File: src/rtl/max_pool_2x2.sv
`default_nettype none
// ============================================================================
// Module   : max_pool_2x2
// Purpose  : Streaming 2x2 / stride-2 unsigned max-pool over a raster pixel stream.
// Revision : 1.0  initial release
// ============================================================================
module max_pool_2x2 #(
  parameter int WORD_SIZE = 8,
  parameter int ROW_SIZE  = 540
) (
  input  logic                 clk,
  input  logic                 rst,
  input  logic [WORD_SIZE-1:0] inputPixel,
  input  logic                 inValid,
  input  logic                 sof,
  output logic [WORD_SIZE-1:0] outputPixel,
  output logic                 valid
);

  localparam int c_HALF = (ROW_SIZE / 2 > 0) ? ROW_SIZE / 2 : 1;
  localparam int c_CW   = (ROW_SIZE > 1) ? $clog2(ROW_SIZE) : 1;
  localparam int c_AW   = (c_HALF > 1) ? $clog2(c_HALF) : 1;

  logic [c_CW-1:0]      r_col;
  logic                 r_row_odd;
  logic [WORD_SIZE-1:0] r_pair_max;
  logic [WORD_SIZE-1:0] r_out_pixel;
  logic                 r_valid;
  logic [WORD_SIZE-1:0] r_line_buf [c_HALF];

  logic [c_CW-1:0]      w_col;
  logic [c_CW-1:0]      w_col_nxt;
  logic                 w_row_odd;
  logic                 w_row_odd_nxt;
  logic                 w_last_col;
  logic [c_AW-1:0]      w_lb_idx;
  logic [WORD_SIZE-1:0] w_h;
  logic [WORD_SIZE-1:0] w_lb_rd;
  logic [WORD_SIZE-1:0] w_win_max;

  // sof forces the current pixel to be treated as col 0 of an even row
  always_comb begin
    w_col         = sof ? '0 : r_col;
    w_row_odd     = sof ? 1'b0 : r_row_odd;
    w_last_col    = (w_col == c_CW'(ROW_SIZE - 1));
    w_col_nxt     = w_last_col ? '0 : w_col + c_CW'(1);
    w_row_odd_nxt = w_last_col ? ~w_row_odd : w_row_odd;
    w_lb_idx      = c_AW'(w_col >> 1);
    w_h           = (inputPixel > r_pair_max) ? inputPixel : r_pair_max;
    w_lb_rd       = r_line_buf[w_lb_idx];
    w_win_max     = (w_lb_rd > w_h) ? w_lb_rd : w_h;
  end

  always_ff @(posedge clk or negedge rst) begin
    if (!rst) begin
      r_col       <= '0;
      r_row_odd   <= 1'b0;
      r_pair_max  <= '0;
      r_out_pixel <= '0;
      r_valid     <= 1'b0;
    end else begin
      r_valid <= 1'b0;
      if (inValid) begin
        r_col     <= w_col_nxt;
        r_row_odd <= w_row_odd_nxt;
        if (!w_col[0]) begin
          r_pair_max <= inputPixel;
        end else if (w_row_odd) begin
          r_out_pixel <= w_win_max;
          r_valid     <= 1'b1;
        end
      end
    end
  end

  // Line buffer is never reset: each entry is written on an even row before use
  always_ff @(posedge clk) begin
    if (inValid && w_col[0] && !w_row_odd) begin
      r_line_buf[w_lb_idx] <= w_h;
    end
  end

  assign outputPixel = r_out_pixel;
  assign valid       = r_valid;

endmodule
`default_nettype wire

File: config.mk
export PLATFORM = sky130hd
export DESIGN_NAME = max_pool_2x2
export DESIGN_NICKNAME = d
export VERILOG_FILES = /design/src/rtl/max_pool_2x2.sv
export SDC_FILE = /design/constraint.sdc
export NUM_CORES = 2
export LEC_CHECK = 0
export ABC_CLOCK_PERIOD_IN_PS = 26700
export BUFFER_PORTS_ARGS = -buffer_cell sky130_fd_sc_hd__buf_4
export CAP_MARGIN = 30
export CORE_AREA = 2 2 491 493
export CTS_CLUSTER_DIAMETER = 120
export DETAILED_ROUTE_END_ITERATION = 10
export DIE_AREA = 0 0 493 495
export HOLD_SLACK_MARGIN = 0.02
export PLACE_DENSITY = 0.54
export SETUP_SLACK_MARGIN = 0.1
export SYNTH_ARGS = -nofsm -noshare
export SYNTH_HDL_FRONTEND = slang
export SYNTH_SLANG_ARGS = --single-unit
export TNS_END_PERCENT = 30
File: constraint.sdc
create_clock -name clk -period 26.7 [get_ports clk]
set_input_delay 5.34 -clock clk [delete_from_list [all_inputs] [get_ports clk]]
set_output_delay 5.34 -clock clk [all_outputs]
set_load 0.02 [all_outputs]
=== Yosys cells after proc, flatten, opt, wreduce, memory -nomap -nowiden ===
Memories as Yosys holds them, arrays and structs flattened.
Cells that the tools add are included.

* Register bits after elaboration: 28
* Memory bits (writable): 2160
* Output and inout bits: 9
* Word-level logic and storage cells: 28
* Memories: 1

{| class="wikitable"
|+ Memory list
! memory !! depth !! width !! rd ports !! clocked after Yosys merged registers in !! wr ports !! RTL line !! text
|-
| r_line_buf || 270 || 8 || 1 || 0 || 1 || 29 || <nowiki>logic [WORD_SIZE-1:0] r_line_buf [c_HALF];</nowiki>
|}

* Add/subtract/negate cells: 1
* Order comparisons: 2
* Eq/ne operators: 1
* Muxes and demuxes: 11
* Bitwise gates (word level): 2
* Reductions and logical operators: 5

{| class="wikitable"
|+ Operators with widths
! operator !! count
|-
| 10-bit two-way mux || 2
|-
| 8-bit greater-than comparator || 2
|-
| 8-bit two-way mux || 2
|-
| 10-bit by 1-bit adder with 10-bit output (second input constant) || 1
|-
| 10-bit equality test (second input constant) || 1
|-
| 1-bit two-way mux || 7
|-
| 3-bit AND reduction || 1
|-
| 1-bit logical AND || 2
|-
| 1-bit inverter || 2
|-
| 2-bit AND reduction || 1
|-
| 1-bit zero test || 1
|}

=== Longest topological paths before layout ===
* Depth in word-level cells: 5
* Gate-level depth with buffers: 25
* Depth with buffers taken out: 20

=== Least setup slack after synthesis ===
OpenSTA, ideal clock, no wires.

* Kind: input-to-reg
* Start: input inputPixel[1]
* End: register r_out_pixel[4] (netlist: outputPixel[4])
* Library setup time: 0.111 ns
* Arrival time: 19.925 ns
* Required time: 26.589 ns
* Slack: 6.665 ns
* Cell stages on the path: 18
* Path buffers: 1
* Cell sequence: ha_1 -> nor2b_1 -> o21a_1 -> o21ai_0 -> a21oi_1 -> o22a_1 -> clkbuf_1 -> o21ai_0 -> inv_1 -> ha_1 -> nor2b_1 -> o21a_1 -> o21a_1 -> o21ai_0 -> a21oi_1 -> o31ai_1 -> a21oi_1 -> a21oi_1

* Cells in the longest elaborated chain, start to end: 4

{| class="wikitable"
|+ RTL lines
! what !! RTL line !! text
|-
| start: declaration || 13 || <nowiki>input logic [WORD_SIZE-1:0] inputPixel,</nowiki>
|-
| 8-bit greater-than comparator || 49 || <nowiki>w_h = (inputPixel > r_pair_max) ? inputPixel : r_pair_max;</nowiki>
|-
| 8-bit two-way mux (*) || 49 ||
|-
| net w_h[1] || 37 || <nowiki>logic [WORD_SIZE-1:0] w_h;</nowiki>
|-
| 8-bit greater-than comparator (*) || 51 || <nowiki>w_win_max = (w_lb_rd > w_h) ? w_lb_rd : w_h;</nowiki>
|-
| 8-bit two-way mux (*) || 51 ||
|-
| end signal: assignment || 69 || <nowiki>r_out_pixel <= w_win_max;</nowiki>
|-
| end: declaration || 27 || <nowiki>logic [WORD_SIZE-1:0] r_out_pixel;</nowiki>
|}

Mark *: on every way through the listed nets, which the timed path passes. The rest lies on a longest branch.
A chain may end at the register's enable or synchronous reset.

=== Worst setup path in the final report ===
* Start: input sof
* End: register r_out_pixel[5] (netlist: outputPixel[5])

* Cells in the longest elaborated chain, start to end: 4

{| class="wikitable"
|+ RTL lines
! what !! RTL line !! text
|-
| start: declaration || 15 || <nowiki>input logic sof,</nowiki>
|-
| 10-bit two-way mux || 43 || <nowiki>w_col = sof ? '0 : r_col;</nowiki>
|-
| memory 270 x 8 bit || -- ||
|-
| 8-bit greater-than comparator || 51 ||
|-
| 8-bit two-way mux || 51 ||
|}

Parallel ways exist; a longest one is shown, timed or not.

==> results.md <==
* Status: complete, but fails checks
* Violations in the final reports: design-rule violations, max-slew violations
* Post-Synthesis Cell Area at about 83000 um2
* Worst hold margin at 0.5038 ns
* Sequential share of the synthesized area at 78.95%
* Worst hold path type: register to register
* Peak ir drop on the vdd network at approximately 0.075 mV
* WP data arrival at about 12 ns
* Startpoint-to-endpoint class of the critical path: primary input to register
* Die Area at 244000 um2
* Final weighted congestion in routability-driven placement at approximately 0.95
* Portion of the clock cycle consumed by the worst path in the final layout at 43.66%
* Layout overhead on the synthesized area at 13.58%
* Antenna-violating nets left at 0
* RSZ-0062 raised after global routing: false
* Type of destination of the critical path: register
* Number of nets in the synthesized netlist at 5080
* DRC marker count from the first detailed-route iteration at 8051
* Flip-flop and latch count after synthesis at roughly 2200
* Synth Area per Inst at 16.44 um2
* TritonCTS buffer count at 215
* H-tree level count at 4
* Switching component of the power at 1.945 mW
* Number of clock sinks at 2188
* Setup slack of the worst register-to-register path at 18.69 ns
* Register clock-pin slew on the reported worst setup and hold paths at 0.06 ns
* Yosys warning count at 0
* Seq pwr share at 52.2%
* Non-Filler Instances at 8507
* Prevailing post-synth register cell: sky130_fd_sc_hd__edfxtp_1
* Data required time of the worst path at 27.48 ns
* Maximum clock insertion buffer count at 3
* Final routed wire length divided by cell count at 34.65 um
* Buffers added on ports at 20
* TNS Setup at 0 ns
* Vias per Instance at just over 6
* Reg-to-reg startpoint: r_col[1]$_DFFE_PN0P_
* Cts-stage hold buffer count at 0
* DRC errors left at 10
* Later-pin clock latency in the skew report at 0.90 ns
* Total routing resource utilization after global routing at 23.48%
* Internal power consumption at 5.783 mW
* Gr ovfl total at 0
* Core region area at 239200 um2
* Synth cell types at between 70 and 80
* Clock tree from TritonCTS: done
* Pins Over Slew Limit at 96
* Count of standard-cell rows at 180
* First-pass DRT Iterations at 9
* Effective utilization at floorplan at 34.72%
* Leakage power at 28.62 nW
* PwrDens at 81.93 nW/um2
* Logic pwr share at 9.3%
* Master cell of the clock root buffer: sky130_fd_sc_hd__clkbuf_16
* Hold Violations, Final at 0
* Die height at around 500 um
* Final HPWL from detailed placement at 178400 um
* Filler Cells Inserted at 21820
* Number of nets in the layout at 5162
* Number of buffers inserted to repair setup after CTS at 0
* # setup viols final at 0
* Critical path launch point: sof
* Headroom to the max-slew limit at -5.248%
* Post-synthesis instance total at 5051
* Number of antenna violations at the first check in global routing at 13
* Final worst path period need at 11.66 ns
* Routed vias at around 52000
* Instance count after placement with tap cells included at between 8000 and 9000
* Proportion of layout cells with a drive suffix above 1 at 12.18%
* Asr flop ratio synth at 1.280%
* Number of global-route vias before repair at 49220
* DP Area at about 87000 um2
* Count of flip-flops with a built-in enable after synthesis at 2160
* Maximum net fanout on the critical path at 44
* Die span in x at 493 um
* Aggregate routed wire length at 294700 um
* Fraction of power consumed by the clock network at between 30 and 40%
* Worst setup path endpoint: outputPixel[5]$_DFFE_PN0P_
* Clock skew after layout at approximately 0.043 ns
* I/O pin total at 21
* Largest net degree at the start of global routing at 192
* Maximum capacitance violations at 0
* Global-route wire length before repair at 403500 um
* Cell area after layout at 94330 um2
* Transition at the pin with the smallest max-transition slack at ~1.6 ns
* Peak Freq at 0.08579 GHz
* Sw Ratio at between 20% and 30%
* R2r endpoint: outputPixel[5]$_DFFE_PN0P_
* Post-CTS resize count at 0
* Tot Pwr at 7.728 mW
* Worst Reg2Reg Path Length in Cells at 21
* Critical Path Source Type: primary input
[area by class of cell]
| cell class | count | area (um2) | area share, % |
|---|---|---|---|
| Sequential cell | 2188 | 65570 | 69.52 |
| Multi-Input combinational cell | 2475 | 15850 | 16.80 |
| Clock buffer | 265 | 5568 | 5.903 |
| Tap cell | 3185 | 3985 | 4.225 |
| Timing Repair Buffer | 224 | 1964 | 2.083 |
| Clock inverter | 133 | 1250 | 1.325 |
| Inverter | 29 | 116.4 | 0.1234 |
| Antenna cell | 8 | 20.02 | 0.02122 |
[worst min-delay path by stage]
stage          cells past startpoint                         to                      start  slack (ns)
2_1_floorplan                      2  r_pair_max[0]$_DFFE_PN0P_  r_pair_max[0]$_DFFE_PN0P_        0.47
3_3_place_gp                       1  r_pair_max[1]$_DFFE_PN0P_  r_pair_max[1]$_DFFE_PN0P_        0.49
3_5_place_dp                       1  r_pair_max[1]$_DFFE_PN0P_  r_pair_max[1]$_DFFE_PN0P_        0.49
4_1_cts                            1  r_pair_max[1]$_DFFE_PN0P_  r_pair_max[1]$_DFFE_PN0P_        0.51
5_1_grt                            1  r_pair_max[6]$_DFFE_PN0P_  r_pair_max[6]$_DFFE_PN0P_        0.53
6_report                           1  r_pair_max[1]$_DFFE_PN0P_  r_pair_max[1]$_DFFE_PN0P_        0.50
[power by group through the flow]
stage	clock network (mW)	registers, mW	logic [mW]
after global placement	0	4.10	0.685
after floorplan	0	4.21	0.338
final	2.98	4.03	0.716
after global routing	3.12	4.03	0.744
after detailed placement	0	4.10	0.701
after CTS	3.00	4.03	0.702
[logic make-up after synthesis]
kind of cell | synth area share [%]
DFF | 78.95
AOI/OAI and AO/OA | 12.47
and+or+nand+nor | 3.910
buffers and inverters | 2.267
muxes | 2.147
adders and majority gates | 0.2561
[cell usage after synthesis (all sizes together) (6+ instances only)]
master      n  area, um2
a22oi      61      457.9
mux2       39      439.2
nand3      28      140.1
a2bb2oi    16      140.1
mux2i      96      960.9
mux4       17      382.9
edfxtp   2160      64860
nor2      380       1426
nor4       14      106.4
o211ai      7      52.55
ha         17      212.7
nand2b      8      50.05
o22a       10      87.58
o21ai     282       1411
o22ai     804       5030
a32o        7      70.07
inv        27      101.4
and4        6      52.55
a221oi     28      245.2
o31a       31      271.5
a22o       76      665.6
or4         8      60.06
nor3b      10      90.09
dfrtp      28      700.7
clkbuf    123      461.7
a211oi     22      165.2
a21oi     120      600.6
nor3       32      160.2
o2111ai     6      52.55
nand4      47      294.0
buf       236       1313
o31ai      19      142.6
a31oi      17      106.4
a222oi      6      60.06
o32ai       8      70.07
o221ai     35      306.5
or3b        7      61.31
nand2     117      444.2
nor2b      19      118.9
[layout by cell type (no fill, tap or decap), drive strengths merged, types with 47 or more instances in the layout]
| master | n |
|---|---|
| a22oi | 61 |
| clkbuf | 265 |
| nor2 | 380 |
| a21oi | 120 |
| buf | 224 |
| edfxtp | 2160 |
| o22ai | 804 |
| mux2i | 96 |
| o21ai | 282 |
| nand4 | 47 |
| a22o | 76 |
| nand2 | 117 |
| clkinv | 107 |
[critical path: stages]
cell and delay (ns):
sky130_fd_sc_hd__buf_4 0.21, sky130_fd_sc_hd__or3b_4 0.53, sky130_fd_sc_hd__buf_4 0.67, sky130_fd_sc_hd__buf_4 0.50, sky130_fd_sc_hd__buf_4 0.60, sky130_fd_sc_hd__o22ai_1 0.15
sky130_fd_sc_hd__a22o_1 0.28, sky130_fd_sc_hd__o31a_1 0.30, sky130_fd_sc_hd__or4_1 0.51, sky130_fd_sc_hd__o31ai_1 0.69, sky130_fd_sc_hd__a21oi_1 0.16, sky130_fd_sc_hd__nor2b_1 0.16
sky130_fd_sc_hd__ha_1 0.25, sky130_fd_sc_hd__nor2b_1 0.13, sky130_fd_sc_hd__o21a_1 0.16, sky130_fd_sc_hd__o21a_1 0.15, sky130_fd_sc_hd__o21ai_0 0.15, sky130_fd_sc_hd__a21oi_1 0.09
sky130_fd_sc_hd__o31ai_1 0.56, sky130_fd_sc_hd__buf_2 0.28, sky130_fd_sc_hd__nor2_1 0.09, sky130_fd_sc_hd__a221o_1 0.33
[flip-flops by register name (all words and copies together), names as in the netlist]
| register | flops |
|---|---|
| r_line_buf | 2160 |
| r_col | 10 |
| outputPixel | 8 |
| r_pair_max | 8 |
| r_row_odd | 1 |
| valid | 1 |
[routing by layer]
layer	up-vias	part of all wire, %	track usage [%]
met5	-	0.087	0.2935
met4	18	5.0	10.66
met3	618	10	5.078
met2	3212	45	35.85
met1	27310	40	32.12
li1	20900	-	-
[metrics by stage]
stage | setup WS, ns | utilization (%)
4_1_cts | 15.29 | 39.36
6_report | 15.04 | 39.44
2_1_floorplan | 6.665 | -
3_5_place_dp | 14.36 | 36.51
3_3_place_gp | 13.96 | 36.33
5_1_grt | 14.89 | 39.43
Note: power is estimated with default switching activity, not from simulation.
